$ cat config.mk
export PLATFORM = sky130hd
export DESIGN_NAME = booth_mul_seq_ctrl
export DESIGN_NICKNAME = d
export VERILOG_FILES = /design/src/rtl/booth_mul_seq_ctrl.sv
export SDC_FILE = /design/constraint.sdc
export NUM_CORES = 1
export LEC_CHECK = 0
export BUFFER_PORTS_ARGS = -buffer_cell sky130_fd_sc_hd__buf_2
export CORE_UTILIZATION = 35
export CTS_BUF_LIST = sky130_fd_sc_hd__clkbuf_8 sky130_fd_sc_hd__clkbuf_16
export DETAILED_ROUTE_END_ITERATION = 7
export HOLD_SLACK_MARGIN = 0.12
export PLACE_DENSITY = 0.64
export SLEW_MARGIN = 10
export SYNTH_ARGS = -nofsm -noshare
export SYNTH_HDL_FRONTEND = slang
export SYNTH_SLANG_ARGS = --single-unit
$ cat constraint.sdc
create_clock -name clk -period 1.45 [get_ports clk]
set_input_delay 0.0725 -clock clk [delete_from_list [all_inputs] [get_ports clk]]
set_output_delay 0.0725 -clock clk [all_outputs]
set_load 0.05 [all_outputs]
$ cat src/rtl/booth_mul_seq_ctrl.sv
// rtl/booth_mul_seq_ctrl.sv - operand/result sequencer for the radix-2 Booth multiplier core (optional BM_RESULT_FIFO_EN: 2-entry result FIFO)
module booth_mul_seq_ctrl #(
  parameter int N          = 4,
  parameter int RUN_CYCLES = N
) (
  input  logic             clk,
  input  logic             reset_n,
  input  logic             in_valid,
  output logic             in_ready,
  input  logic [N-1:0]     in_m,
  input  logic [N-1:0]     in_q,
  output logic             mul_reset,
  output logic             mul_load,
  output logic [N-1:0]     mul_m,
  output logic [N-1:0]     mul_q,
  input  logic [2*N-1:0]   mul_p,
  output logic             out_valid,
  input  logic             out_ready,
  output logic [2*N-1:0]   out_p,
  output logic             busy
);

  localparam int CW = (RUN_CYCLES > 1) ? $clog2(RUN_CYCLES) : 1;

  typedef enum logic [2:0] {
    S_IDLE,
    S_CLR,
    S_LOAD,
    S_RUN,
    S_CAPT
  } state_t;

  state_t          state;
  logic [CW-1:0]   run_cnt;
  logic            accept;
  logic            push;
  logic            pop;
  logic            full_nxt;

  assign accept = (state == S_IDLE) && in_valid && in_ready;
  assign push   = (state == S_CAPT);
  assign pop    = out_valid && out_ready;

`ifdef BM_RESULT_FIFO_EN
  logic [2*N-1:0] fifo_mem [2];
  logic           rd_ptr;
  logic           wr_ptr;
  logic [1:0]     count;
  logic [1:0]     count_nxt;

  // Occupancy after this edge; capture and pop together leave it unchanged.
  always_comb begin
    count_nxt = count;
    case ({push, pop})
      2'b10:   count_nxt = count + 2'd1;
      2'b01:   count_nxt = count - 2'd1;
      default: count_nxt = count;
    endcase
  end

  assign full_nxt  = (count_nxt == 2'd2);
  assign out_valid = (count != 2'd0);
  assign out_p     = fifo_mem[rd_ptr];

  // Two-entry result FIFO; acceptance is gated on space, so a capture never finds it full.
  always_ff @(posedge clk or negedge reset_n) begin
    if (!reset_n) begin
      fifo_mem[0] <= '0;
      fifo_mem[1] <= '0;
      rd_ptr      <= 1'b0;
      wr_ptr      <= 1'b0;
      count       <= 2'd0;
    end else begin
      if (push) begin
        fifo_mem[wr_ptr] <= mul_p;
        wr_ptr           <= ~wr_ptr;
      end
      if (pop) begin
        rd_ptr <= ~rd_ptr;
      end
      count <= count_nxt;
    end
  end
`else
  logic [2*N-1:0] res_q;
  logic           res_valid;

  assign full_nxt  = push || (res_valid && !pop);
  assign out_valid = res_valid;
  assign out_p     = res_q;

  // Single result register; a capture overrides a same-cycle pop so the new result survives.
  always_ff @(posedge clk or negedge reset_n) begin
    if (!reset_n) begin
      res_q     <= '0;
      res_valid <= 1'b0;
    end else if (push) begin
      res_q     <= mul_p;
      res_valid <= 1'b1;
    end else if (pop) begin
      res_valid <= 1'b0;
    end
  end
`endif

  // Sequencer FSM; every core strobe and handshake output is a registered Moore output.
  always_ff @(posedge clk or negedge reset_n) begin
    if (!reset_n) begin
      state     <= S_IDLE;
      in_ready  <= 1'b0;
      mul_reset <= 1'b1;
      mul_load  <= 1'b0;
      mul_m     <= '0;
      mul_q     <= '0;
      run_cnt   <= '0;
      busy      <= 1'b0;
    end else begin
      mul_reset <= 1'b0;
      mul_load  <= 1'b0;
      case (state)
        S_IDLE: begin
          if (accept) begin
            mul_m     <= in_m;
            mul_q     <= in_q;
            mul_reset <= 1'b1;
            in_ready  <= 1'b0;
            busy      <= 1'b1;
            state     <= S_CLR;
          end else begin
            in_ready <= !full_nxt;
          end
        end
        S_CLR: begin
          mul_load <= 1'b1;
          state    <= S_LOAD;
        end
        S_LOAD: begin
          run_cnt <= CW'(RUN_CYCLES - 1);
          state   <= S_RUN;
        end
        S_RUN: begin
          if (run_cnt == '0) begin
            state <= S_CAPT;
          end else begin
            run_cnt <= run_cnt - 1'b1;
          end
        end
        S_CAPT: begin
          busy     <= 1'b0;
          in_ready <= !full_nxt;
          state    <= S_IDLE;
        end
        default: begin
          busy     <= 1'b0;
          in_ready <= 1'b0;
          state    <= S_IDLE;
        end
      endcase
    end
  end

endmodule

**Word-level counts from Yosys, hierarchy flattened**

Index checks and enable logic that the tools add are counted.

- Flip-flop bits (word level): 26
- Latch bits: 0
- Memory bits (writable): 0
- ROM bits: 0
- Bits of input ports: 20
- Memories kept: 0

- $add $sub $neg: 1
- Multipliers: 0
- Divide/modulo/power cells: 0
- Magnitude comparators: 0
- Equal/unequal tests: 7
- Shifts and indexed selects: 0
- Muxes and demuxes: 14
- Bitwise operators: 1
- Reduce and logical (&&, ||, !) cells: 16

Operator list:

| kind | count |
|---|---|
| 3-bit one-hot mux with 4 select lines | 1 |
| 2-bit AND reduction | 4 |
| 1-bit 2-to-1 mux | 7 |
| 3-bit by 2-bit == test with 1-bit output, second input constant | 2 |
| 3-bit 2-to-1 mux | 2 |
| 2-bit != test, second input constant | 3 |
| 1-bit logical AND | 4 |
| 2-bit one-hot mux with 2 select lines | 1 |
| 2-bit nonzero test | 2 |
| 3-bit by 1-bit == test with 1-bit output, second input constant | 1 |
| 3-bit == test, second input constant | 1 |
| 3-bit zero test | 1 |
| 1-bit one-hot mux with 3 select lines | 1 |
| 3-bit OR reduction | 1 |
| 1-bit zero test | 2 |
| 2-bit zero test | 1 |
| 2-bit 2-to-1 mux | 1 |
| 1-bit one-hot mux with 2 select lines | 1 |
| 2-bit by 1-bit subtractor with 2-bit output, second input constant | 1 |
| 1-bit logical OR | 1 |
| 1-bit inverter | 1 |

**Logic depth before layout (Yosys ltp)**

- Word-level depth: 7
- Mapped depth: 5
- Depth with buffers taken out: 5

**Worst setup path before layout**

No wires, ideal clock.

- Path type: register -> register
- Start point: register in_ready
- End point: register mul_m[0]
- Arrival: 1.596 ns
- Setup slack: -0.271 ns
- Stages on the path, launching flop included: 4
- Path buffers: 0
- Clock period less this slack: 1.721 ns
- Path through: dfrtp_1 -> nand2_1 -> nor4_4 -> mux2_2

- Longest elaborated chain between the ends: 2

Ends and longest elaborated chain:

| what | RTL line | source |
|---|---|---|
| from (decl) | 9 | `output logic in_ready,` |
| from (signal assigned) | 130 | `in_ready <= !full_nxt;` |
| from (signal assigned) | 150 | `in_ready <= !full_nxt;` |
| 1-bit logical AND | 40 | `assign accept = (state == S_IDLE) && in_valid && in_ready;` |
| 2-bit AND reduction (no source line) | n/a |  |
| to (signal assigned) | 123 | `mul_m <= in_m;` |
| to (decl) | 14 | `output logic [N-1:0] mul_m,` |

Every way passes these cells.
A chain may end at the register's enable or synchronous reset.

**Worst setup path after layout**

- Start point: register state[0]
- End point: register mul_m[1]

- Longest elaborated chain between the ends: 4

Ends and longest elaborated chain:

| what | RTL line | source |
|---|---|---|
| from (decl) | 33 | `state_t state;` |
| from (signal assigned) | 109 | `state <= S_IDLE;` |
| from (signal assigned) | 128 | `state <= S_CLR;` |
| from (signal assigned) | 135 | `state <= S_LOAD;` |
| 3-bit zero test (*) | 40, 120 |  |
| 1-bit logical AND (2 in a row) | 40 |  |
| 2-bit AND reduction (no source line) (*) | n/a |  |

Mark *: on every way between the ends. The rest lies on a longest branch, timed or not.

==> metrics.md <==
| Metric | Value |
|---|---|
| GP Congestion | `0.7062` |
| H-tree Lvls | `1` |
| Initial DRT Pass Iterations | `5` |
| TritonCTS Sinks | `26` |
| Hold WS | `0.1452 ns` |
| Post-DP HPWL | `1479 um` |
| Minimum clock period after layout | `1.375 ns` |
| Power Density | `2195 nW/um^2` |
| Clock Power Share | `13.3%` |
| All-Layer GR Usage | `15.56%` |
| Placed cell area | `1306 sq um` |
| #FFs+latches synth | `26` |
| Setup WS pre-CTS | `0.04785 ns` |
| Library cells used by synthesis | `26` |
| CTS clk-pin slew, worst paths | `0.08 ns` |
| Syn nets | `96` |
| Initial DRC Count | `7` |
| Worst skew pair latency | `0.26 ns` |
| Layout cells sized above 1 | `51.80%` |
| Port bufs | `40` |
| DR WL/cell | `13.12 um` |
| Synth top area cells | `dfrtp_1 (60%), mux2_2 (17%), dfstp_2 (2.5%)` |
| Seq/Total Area, Yosys | `62.32%` |
| Hold Vio Cnt, Final | `0` |
| DP Cell Count | `148` |
| Routed WL | `2231 um` |
| Combinational power share | `51.1%` |
| Hold Crit Class | `input port to register` |
| Worst Path Arrival | `1.52 ns` |
| Worst Setup Start Kind | `register` |
| Ant. Diodes | `0` |
| Final setup fails | `0` |
| Layout area overhead | `47.85%` |
| Routed via count | `804` |
| Post-CTS Setup Bufs | `0` |
| Post-route cell area | `1546 sq um` |
| Top cell type's share of synthesized area | `59.81%` |
| Tcrit/Tclk final | `94.86%` |
| Cells after Synth | `75` |
| Setup CP Type | `register to register` |
| I/O pins | `41` |
| Leakage | `0.7873 nW` |
| Worst Slack Setup Final | `0.07459 ns` |
| Initial core utilization | `37.29%` |
| Rows | `19` |
| Final Skew | `0.002287 ns` |
| Syn avg cell area | `13.95 sq um` |
| Layout fillers | `255` |
| Worst slew pin tran | `0.5572 ns` |
| Int Pwr | `1.789 mW` |
| Core Region | `2805 sq um` |
| Antenna violations before repair | `0` |
| Cell taking the most area after synthesis | `dfrtp_1` |
| Final net count | `161` |
| Deepest clock path buffer count | `2` |
| Reg power frac | `35.6%` |
| CTS buffer count | `3` |
| Slew HR | `62.86%` |
| Setup TNS | `0 ns` |
| Largest net degree at the start of global routing | `27` |
| First-pass GRT wire length | `3795 um` |
| Most frequent cells in the layout | `buf_2 (40), dfrtp_1 (23), dlygate4sd3_1 (18)` |
| Slew Limit Fails | `0` |
| Full die area | `3211 sq um` |
| Non-filler instance count after layout | `170` |
| CTS root buffer | `clkbuf_8` |
| Commonest non-fill, non-tap cell in the layout | `buf_2` |
| Detailed-route DRC error count | `2` |
| MaxCap Viol Count | `0` |
| Die Width | `56.67 um` |
| Die H | `56.67 um` |
| Fmax achieved | `727.1 MHz` |
| Yosys warns | `0` |
| Switching power total | `1.605 mW` |
| CTS tree | `done` |
| Crit path required time | `1.60 ns` |
| Number of global-route vias before repair | `852` |
| Congestion Overflow GR | `0` |
| Vias per cell | `4.729` |
| Crit-path max FO | `10` |
| Max VDD drop | `977.5 uV` |
| Switch share | `47.29%` |
| Status | `finished with violations` |
| Synthesized area | `1046 sq um` |
| Antenna-violating nets left | `0` |
| Crit end category | `register` |
| Failing checks | `design-rule violations` |
[critical path, stage by stage, from the launching register on]
cell,delay (ns)
dfrtp_1,0.43
nor4_4,0.30
buf_6,0.18
mux2_2,0.35
[path summary, 6_finish.rpt]
check / cells after the start / end / from / slack (ns)
worst max register to register: 3 / mul_m[1] / state[0] / 0.07
worst min register to register: 1 / run_cnt[0] / run_cnt[0] / 0.50
worst min-delay path: 4 / in_ready / in_valid / 0.15
worst max-delay path: 3 / mul_m[1] / state[0] / 0.07
max in group asynchronous: 2 / state[1] / reset_n / 0.72
min in group asynchronous: 2 / out_valid / reset_n / 0.33
[per-stage QoR]
step	power [mW]	utilization (%)
2_1_floorplan	2.504	-
3_3_place_gp	2.867	46.57
3_5_place_dp	2.919	46.57
4_1_cts	3.423	54.95
5_1_grt	3.575	55.13
6_report	3.395	55.13
[state kept, by name (all words and copies together) (netlist names)]
signal     count
busy           1
in_ready       1
mul_load       1
mul_m          4
mul_q          4
mul_reset      1
out_p          8
out_valid      1
run_cnt        2
state          3
[synth_stat cells]
| master | instances |
|---|---|
| a21o_2 | 1 |
| a21oi_1 | 3 |
| a2bb2oi_1 | 1 |
| a31oi_1 | 2 |
| and2_1 | 1 |
| and3_1 | 1 |
| and4_1 | 1 |
| buf_6 | 1 |
| clkbuf_1 | 1 |
| clkbuf_2 | 1 |
| dfrtp_1 | 25 |
| dfstp_2 | 1 |
| ha_1 | 1 |
| inv_1 | 4 |
| mux2_2 | 16 |
| nand2_1 | 2 |
| nand2b_1 | 2 |
| nand3_1 | 1 |
| nand3b_1 | 1 |
| nor2_1 | 2 |
| nor2b_1 | 1 |
| nor3_1 | 1 |
| nor3_2 | 1 |
| nor3b_1 | 1 |
| nor4_4 | 1 |
| o21ai_0 | 2 |
[power groups by stage]
stage / registers, mW / clock network, mW / logic, mW
6_report: 1.21 / 0.450 / 1.74
5_1_grt: 1.26 / 0.499 / 1.82
2_1_floorplan: 2.04 / 0 / 0.461
3_3_place_gp: 1.20 / 0 / 1.67
3_5_place_dp: 1.22 / 0 / 1.70
4_1_cts: 1.21 / 0.478 / 1.74
[kinds of logic after synthesis]
| kind of cell | after synthesis | synth area share (%) |
|---|---|---|
| flip-flops | 26 | 62.32 |
| multiplexers | 16 | 17.22 |
| AND/OR/NAND/NOR | 16 | 10.65 |
| AO/OA/AOI/OAI | 9 | 5.263 |
| buffers and inverters | 7 | 3.348 |
| adder cells (fa/ha/maj) | 1 | 1.196 |
[metal layers]
| layer | vias to the layer above | GRT usage (%) | part of all wire [%] |
|---|---|---|---|
| met4 | 0 | 5.357 | 0.94 |
| met5 | - | 0 | 0 |
| met3 | 2 | 2.765 | 2.6 |
| met1 | 397 | 20.12 | 44 |
| li1 | 392 | - | - |
| met2 | 13 | 26.19 | 53 |
[area by class of cell]
| type | instances | area [sq um] | area share (%) |
|---|---|---|---|
| repair buffers | 63 | 421.7 | 27.27 |
| well taps | 31 | 38.79 | 2.508 |
| multi-input cells | 42 | 361.6 | 23.38 |
| clock buffers | 4 | 55.05 | 3.560 |
| inverters | 4 | 15.01 | 0.9709 |
| flip-flops and latches | 26 | 654.4 | 42.31 |
[what timing repair did]
action	CTS	global route
hold buffers	18	0
endpoints found under the hold margin	42	0
endpoints found under the setup margin	0	8
gates resized for setup	0	2
Note: power is estimated with default switching activity, not from simulation.
